[config.mk]
export PLATFORM = sky130hd
export DESIGN_NAME = spi_slave
export DESIGN_NICKNAME = d
export VERILOG_FILES = /design/src/rtl/spi_slave.sv
export SDC_FILE = /design/constraint.sdc
export NUM_CORES = 1
export LEC_CHECK = 0
export ABC_AREA = 0
export BUFFER_PORTS_ARGS = -buffer_cell sky130_fd_sc_hd__clkbuf_2
export CAP_MARGIN = 10
export CELL_PAD_IN_SITES_DETAIL_PLACEMENT = 0
export CELL_PAD_IN_SITES_GLOBAL_PLACEMENT = 1
export CORE_ASPECT_RATIO = 0.6
export CORE_MARGIN = 5
export CORE_UTILIZATION = 39
export DETAILED_ROUTE_END_ITERATION = 6
export PLACE_DENSITY_LB_ADDON = 0.1
export REMOVE_ABC_BUFFERS = 1
export SYNTH_ARGS = -nofsm -noshare
export SYNTH_HDL_FRONTEND = slang
export SYNTH_SLANG_ARGS = --single-unit
[constraint.sdc]
create_clock -name clk_100mhz -period 2 [get_ports clk_100mhz]
set_input_delay 0.3 -clock clk_100mhz [delete_from_list [all_inputs] [get_ports clk_100mhz]]
set_output_delay 0.3 -clock clk_100mhz [all_outputs]
set_load 0.005 [all_outputs]
[src/rtl/spi_slave.sv]
// spi_slave: SPI mode-0 target running entirely in the clk_100mhz domain.
// SCLK, CS_N and MOSI are oversampled through SYNC_STG flops and edge-detected.
// Received words are reported with a one-cycle rx_valid pulse. Response words
// enter a one-word valid/ready buffer and are shifted out on MISO, MSB first.
// Ports:
//   clk_100mhz, reset (sync, active high)
//   sclk, cs_n, mosi  - asynchronous SPI pins from the master
//   miso              - slave data out, 0 while deselected
//   tx_data/tx_valid/tx_ready - response word handshake (ready = buffer empty)
//   rx_data/rx_valid  - last complete word and its update pulse
//   tx_underrun       - pulse: a word was loaded for shift-out from an empty buffer
//   frame_abort       - pulse: cs_n rose with a partial word
module spi_slave #(
  parameter int DATA_W   = 8,
  parameter int SYNC_STG = 2
) (
  input  logic              clk_100mhz,
  input  logic              reset,
  input  logic              sclk,
  input  logic              cs_n,
  input  logic              mosi,
  output logic              miso,
  input  logic [DATA_W-1:0] tx_data,
  input  logic              tx_valid,
  output logic              tx_ready,
  output logic [DATA_W-1:0] rx_data,
  output logic              rx_valid,
  output logic              tx_underrun,
  output logic              frame_abort
);

  localparam int CNT_W = (DATA_W > 2) ? $clog2(DATA_W) : 1;
  localparam logic [CNT_W-1:0] LAST = CNT_W'(DATA_W - 1);

  typedef enum logic {IDLE, ACTIVE} state_t;

  logic [SYNC_STG-1:0] sclk_sr, cs_sr, mosi_sr;
  logic                sclk_d, cs_d;
  logic                sclk_s, cs_s, mosi_s;
  logic                sclk_rise, sclk_fall, cs_rise, cs_fall;

  state_t              state;
  logic [CNT_W-1:0]    cnt;
  logic                load_pend;
  logic [DATA_W-1:0]   rx_shift, rx_next;
  logic [DATA_W-1:0]   tx_shift, tx_buf, load_word;
  logic                load_now;

  // Synchronisers preset to the idle bus (sclk low, cs_n high) so reset never
  // fabricates an edge on its own.
  always_ff @(posedge clk_100mhz) begin
    if (reset) begin
      sclk_sr <= '0;
      cs_sr   <= '1;
      mosi_sr <= '0;
      sclk_d  <= 1'b0;
      cs_d    <= 1'b1;
    end else begin
      sclk_sr <= {sclk_sr[SYNC_STG-2:0], sclk};
      cs_sr   <= {cs_sr[SYNC_STG-2:0], cs_n};
      mosi_sr <= {mosi_sr[SYNC_STG-2:0], mosi};
      sclk_d  <= sclk_sr[SYNC_STG-1];
      cs_d    <= cs_sr[SYNC_STG-1];
    end
  end

  always_comb begin
    sclk_s    = sclk_sr[SYNC_STG-1];
    cs_s      = cs_sr[SYNC_STG-1];
    mosi_s    = mosi_sr[SYNC_STG-1];
    sclk_rise = sclk_s & ~sclk_d;
    sclk_fall = ~sclk_s & sclk_d;
    cs_rise   = cs_s & ~cs_d;
    cs_fall   = ~cs_s & cs_d;
    rx_next   = {rx_shift[DATA_W-2:0], mosi_s};
    // Empty buffer means zeros go out (and an underrun is flagged).
    load_word = tx_ready ? '0 : tx_buf;
    load_now  = 1'b0;
    case (state)
      IDLE:    load_now = cs_fall;
      // cs_n rise has priority over any sclk edge in the same cycle
      ACTIVE:  load_now = ~cs_rise & sclk_fall & load_pend;
      default: load_now = 1'b0;
    endcase
  end

  always_ff @(posedge clk_100mhz) begin
    if (reset) begin
      state       <= IDLE;
      cnt         <= '0;
      load_pend   <= 1'b0;
      rx_shift    <= '0;
      rx_data     <= '0;
      rx_valid    <= 1'b0;
      tx_underrun <= 1'b0;
      frame_abort <= 1'b0;
      tx_shift    <= '0;
      tx_buf      <= '0;
      tx_ready    <= 1'b1;
      miso        <= 1'b0;
    end else begin
      rx_valid    <= 1'b0;
      tx_underrun <= 1'b0;
      frame_abort <= 1'b0;

      // Load and accept in one cycle: the load sees the old buffer state,
      // the buffer keeps the newly accepted word.
      if (tx_valid && tx_ready) begin
        tx_buf   <= tx_data;
        tx_ready <= 1'b0;
      end else if (load_now) begin
        tx_ready <= 1'b1;
      end

      if (load_now) begin
        tx_shift    <= load_word;
        miso        <= load_word[DATA_W-1];
        tx_underrun <= tx_ready;
      end

      case (state)
        IDLE: begin
          if (cs_fall) begin
            state     <= ACTIVE;
            cnt       <= '0;
            load_pend <= 1'b0;
          end else begin
            miso <= 1'b0;
          end
        end
        ACTIVE: begin
          if (cs_rise) begin
            state       <= IDLE;
            miso        <= 1'b0;
            load_pend   <= 1'b0;
            cnt         <= '0;
            frame_abort <= (cnt != '0);
          end else if (sclk_rise) begin
            rx_shift <= rx_next;
            if (cnt == LAST) begin
              rx_data   <= rx_next;
              rx_valid  <= 1'b1;
              cnt       <= '0;
              load_pend <= 1'b1;
            end else begin
              cnt <= cnt + CNT_W'(1);
            end
          end else if (sclk_fall) begin
            // After a completed word the falling edge loads the next word
            // instead of shifting.
            if (load_pend) begin
              load_pend <= 1'b0;
            end else begin
              tx_shift <= {tx_shift[DATA_W-2:0], 1'b0};
              miso     <= tx_shift[DATA_W-2];
            end
          end
        end
        default: state <= IDLE;
      endcase
    end
  end

endmodule

==> impl_metrics.py <==
metrics = {
    "run_status": {
        "status": "completed",
    },
    "finish": {
        "fill_cells": 457,
        "antenna_cells": 0,
        "mostFrequentLayoutCell": "sky130_fd_sc_hd__dfxtp_1",
        "nets": 262,
        "layout.cells.most_common_list": "sky130_fd_sc_hd__dfxtp_1 (48), sky130_fd_sc_hd__nand2_1 (37), sky130_fd_sc_hd__a21oi_1 (27)",
        "syn2layout_area_growth_pct": 14.9,
        "drive_gt1_share_pct": 17.2,
        "post-route-cell-area_um2": 2170,
    },
    "die": {
        "design.core.area_um2": 4640,
        "initial_utilization_pct": 40.7,
        "die_y_um": 63.9,
        "die_x_um": 99.8,
        "std_cell_rows": 19,
        "die_area_um2": 6380,
        "pin_count": 27,
    },
    "timing": {
        "whs_ns": 0.183,
        "timing.final.max_slew_violations": 0,
        "finalHoldViolCount": 0,
        "slew_headroom_pct": 41.0,
        "layout_worst_path_cycle_share_pct": 93.0,
        "setup_viol": 0,
        "final.setup.tns_ns": 0,
        "post-route-min-period_ns": 1.86,
        "clock-skew-final_ns": 0.0110,
        "grt_setup_unrepaired": "false",
        "worst_slew_pin_slew_ns": 0.882,
        "max_freq_mhz": 537,
    },
    "global_route": {
        "antenna_violations_before_repair": 0,
        "grt_first_pass_wirelength_um": 7020,
        "grt_pass1_vias": 1491,
        "groute.usage.overall_pct": 13.7,
        "pin_count_of_the_biggest_net_entering_global_routing": 35,
        "gr-total-overflow": 0,
    },
    "cts": {
        "insertion_delay_ns": 0.30,
        "clk_path_buf_depth": 2,
        "number_of_buffers_added_by_the_clock_tree_synthesis_step": 5,
        "cts_repair_resize_count": 0,
        "postCtsSetupRepairBufs": 0,
        "cts_root_buffer": "sky130_fd_sc_hd__clkbuf_8",
        "post_cts_hold_buffer_count": 0,
        "cts_tree": "done",
        "clk_pin_slew_worst_paths_ns": 0.09,
        "clkSinkCount": 48,
        "h-tree-depth": 2,
    },
    "logic_synthesis": {
        "yosys_reg_bits": 48,
        "synthDominantAreaCellType": "sky130_fd_sc_hd__dfxtp_1",
        "postSynth.asyncResetShare_pct": 0,
        "synth.top_cell.area_share_pct": 50.9,
        "postSynth.topFlopCell": "sky130_fd_sc_hd__dfxtp_1",
        "synth.lib_cells_used.distinct": 31,
        "yosysWarningCount": 0,
        "synth_edf_count": 0,
        "largest_cells_by_area_after_synthesis": "sky130_fd_sc_hd__dfxtp_1 (51%), sky130_fd_sc_hd__nand2_1 (7.4%), sky130_fd_sc_hd__a21oi_1 (7.2%)",
        "synth_area_um2": 1890,
        "yosysSeqAreaShare_pct": 50.9,
        "count_of_mapped_cells_out_of_synthesis": 221,
        "avgSynthCellArea_um2": 8.54,
    },
    "setup_path": {
        "critPathLaunchType": "flip-flop",
        "crit_path_end_kind": "flip-flop",
        "critPathArrivalTime_ns": 2.08,
        "worst-setup-path-type": "flip-flop to flip-flop",
        "crit_path_max_fanout": 6,
        "worst-endpoint-required_ns": 2.22,
    },
    "drt": {
        "ant_nets": 0,
        "drtPass1Iterations": 4,
        "route.detailed.drc": 0,
        "vias": 1603,
        "detailed_router_s_first_iteration_violation_count": 119,
        "postRouteWirelength_um": 4250,
        "vias_per_cell": 5.22,
        "routedWlPerCell_um": 13.8,
    },
    "placed_design": {
        "placedInstanceArea_um2": 2080,
        "io_buffer_count": 26,
        "dpl.hpwl_um": 3040,
        "routabilityCongestion": 0.829,
    },
    "power": {
        "ir_worst_vdd_uv": 340,
        "power.density_cell_area_nw_per_um2": 776,
        "static_leakage_nw": 0.828,
        "total_power_mw": 1.68,
    },
    "worst_hold_path": {
        "hold_class": "input pin to flip-flop",
    },
    "run": {
        "drv_cap": 0,
    },
}
-- flip-flops by register name (all words and copies together) (netlist names) --
name         count
rx_data          8
tx_buf           8
rx_shift         7
tx_shift         7
cnt              3
cs_sr            2
mosi_sr          2
sclk_sr          2
cs_d             1
frame_abort      1
load_pend        1
miso             1
rx_valid         1
sclk_d           1
state            1
tx_ready         1
tx_underrun      1
-- synthesized netlist by cell type, types with 6 or more instances --
cell	instances
sky130_fd_sc_hd__a21oi_1	27
sky130_fd_sc_hd__a221oi_1	6
sky130_fd_sc_hd__buf_2	6
sky130_fd_sc_hd__clkbuf_1	7
sky130_fd_sc_hd__dfxtp_1	48
sky130_fd_sc_hd__inv_1	9
sky130_fd_sc_hd__nand2_1	37
sky130_fd_sc_hd__nand3_1	18
sky130_fd_sc_hd__nor2_1	10
sky130_fd_sc_hd__nor2b_1	6
sky130_fd_sc_hd__nor3_1	8
sky130_fd_sc_hd__o21ai_0	6
-- area by class of cell --
cell class | instances | area, um^2 | area share, %
timing repair buffer | 31 | 180 | 8.30
sequential | 48 | 961 | 44.3
tap | 63 | 78.8 | 3.63
inverter | 9 | 33.8 | 1.56
multi-input combinational | 148 | 826 | 38.1
clock buffer | 8 | 90.1 | 4.15
-- path summary, 6_finish.rpt --
kind | slack, ns | start | to | cells past startpoint
max | 0.14 | sclk_sr[1] | tx_shift[3] | 6
min reg2reg | 0.42 | cs_sr[0] | cs_sr[1] | 1
max reg2reg | 0.14 | sclk_sr[1] | tx_shift[3] | 6
min | 0.18 | cs_n | cs_sr[0] | 2
-- cells by family after synthesis --
family | after synthesis | share of synthesized area (%)
buffers and inverters | 25 | 5.37
AO/OA/AOI/OAI | 49 | 16.6
AND/OR/NAND/NOR | 94 | 23.8
adder cells (fa/ha/maj) | 5 | 3.31
flip-flops | 48 | 50.9
-- through the flow --
stage | std cells | utilization, % | worst slack, ns
2_1_floorplan | 205 | - | 0.271
3_3_place_gp | 299 | 44.9 | 0.224
3_5_place_dp | 299 | 44.9 | 0.152
4_1_cts | 307 | 46.8 | 0.127
5_1_grt | 307 | 46.8 | 0.00742
6_report | 307 | 46.8 | 0.139
-- critical path, stage by stage (launching register included) --
cell	delay (ns)
sky130_fd_sc_hd__dfxtp_1	0.32
sky130_fd_sc_hd__inv_1	0.07
sky130_fd_sc_hd__ha_1	0.18
sky130_fd_sc_hd__nand3b_1	0.09
sky130_fd_sc_hd__o32ai_1	0.73
sky130_fd_sc_hd__a221oi_1	0.18
sky130_fd_sc_hd__nor3_1	0.22
-- where the power goes --
part / total (mW) / switching (mW) / internal (mW) / leakage, nW
sequential: 0.991 / 0.0149 / 0.976 / 0.390
clock: 0.584 / 0.302 / 0.282 / 0.0455
combinational: 0.107 / 0.0646 / 0.0426 / 0.393
total: 1.68 / 0.382 / 1.30 / 0.828
-- routing by layer --
layer	share of wire, %	global-route usage, %	vias up
met5	0	0	-
met4	0.94	4.26	0
met3	6.3	4.46	7
met2	39	18.4	46
met1	54	20.5	746
li1	-	-	804
Note: power is estimated with default switching activity, not from simulation.
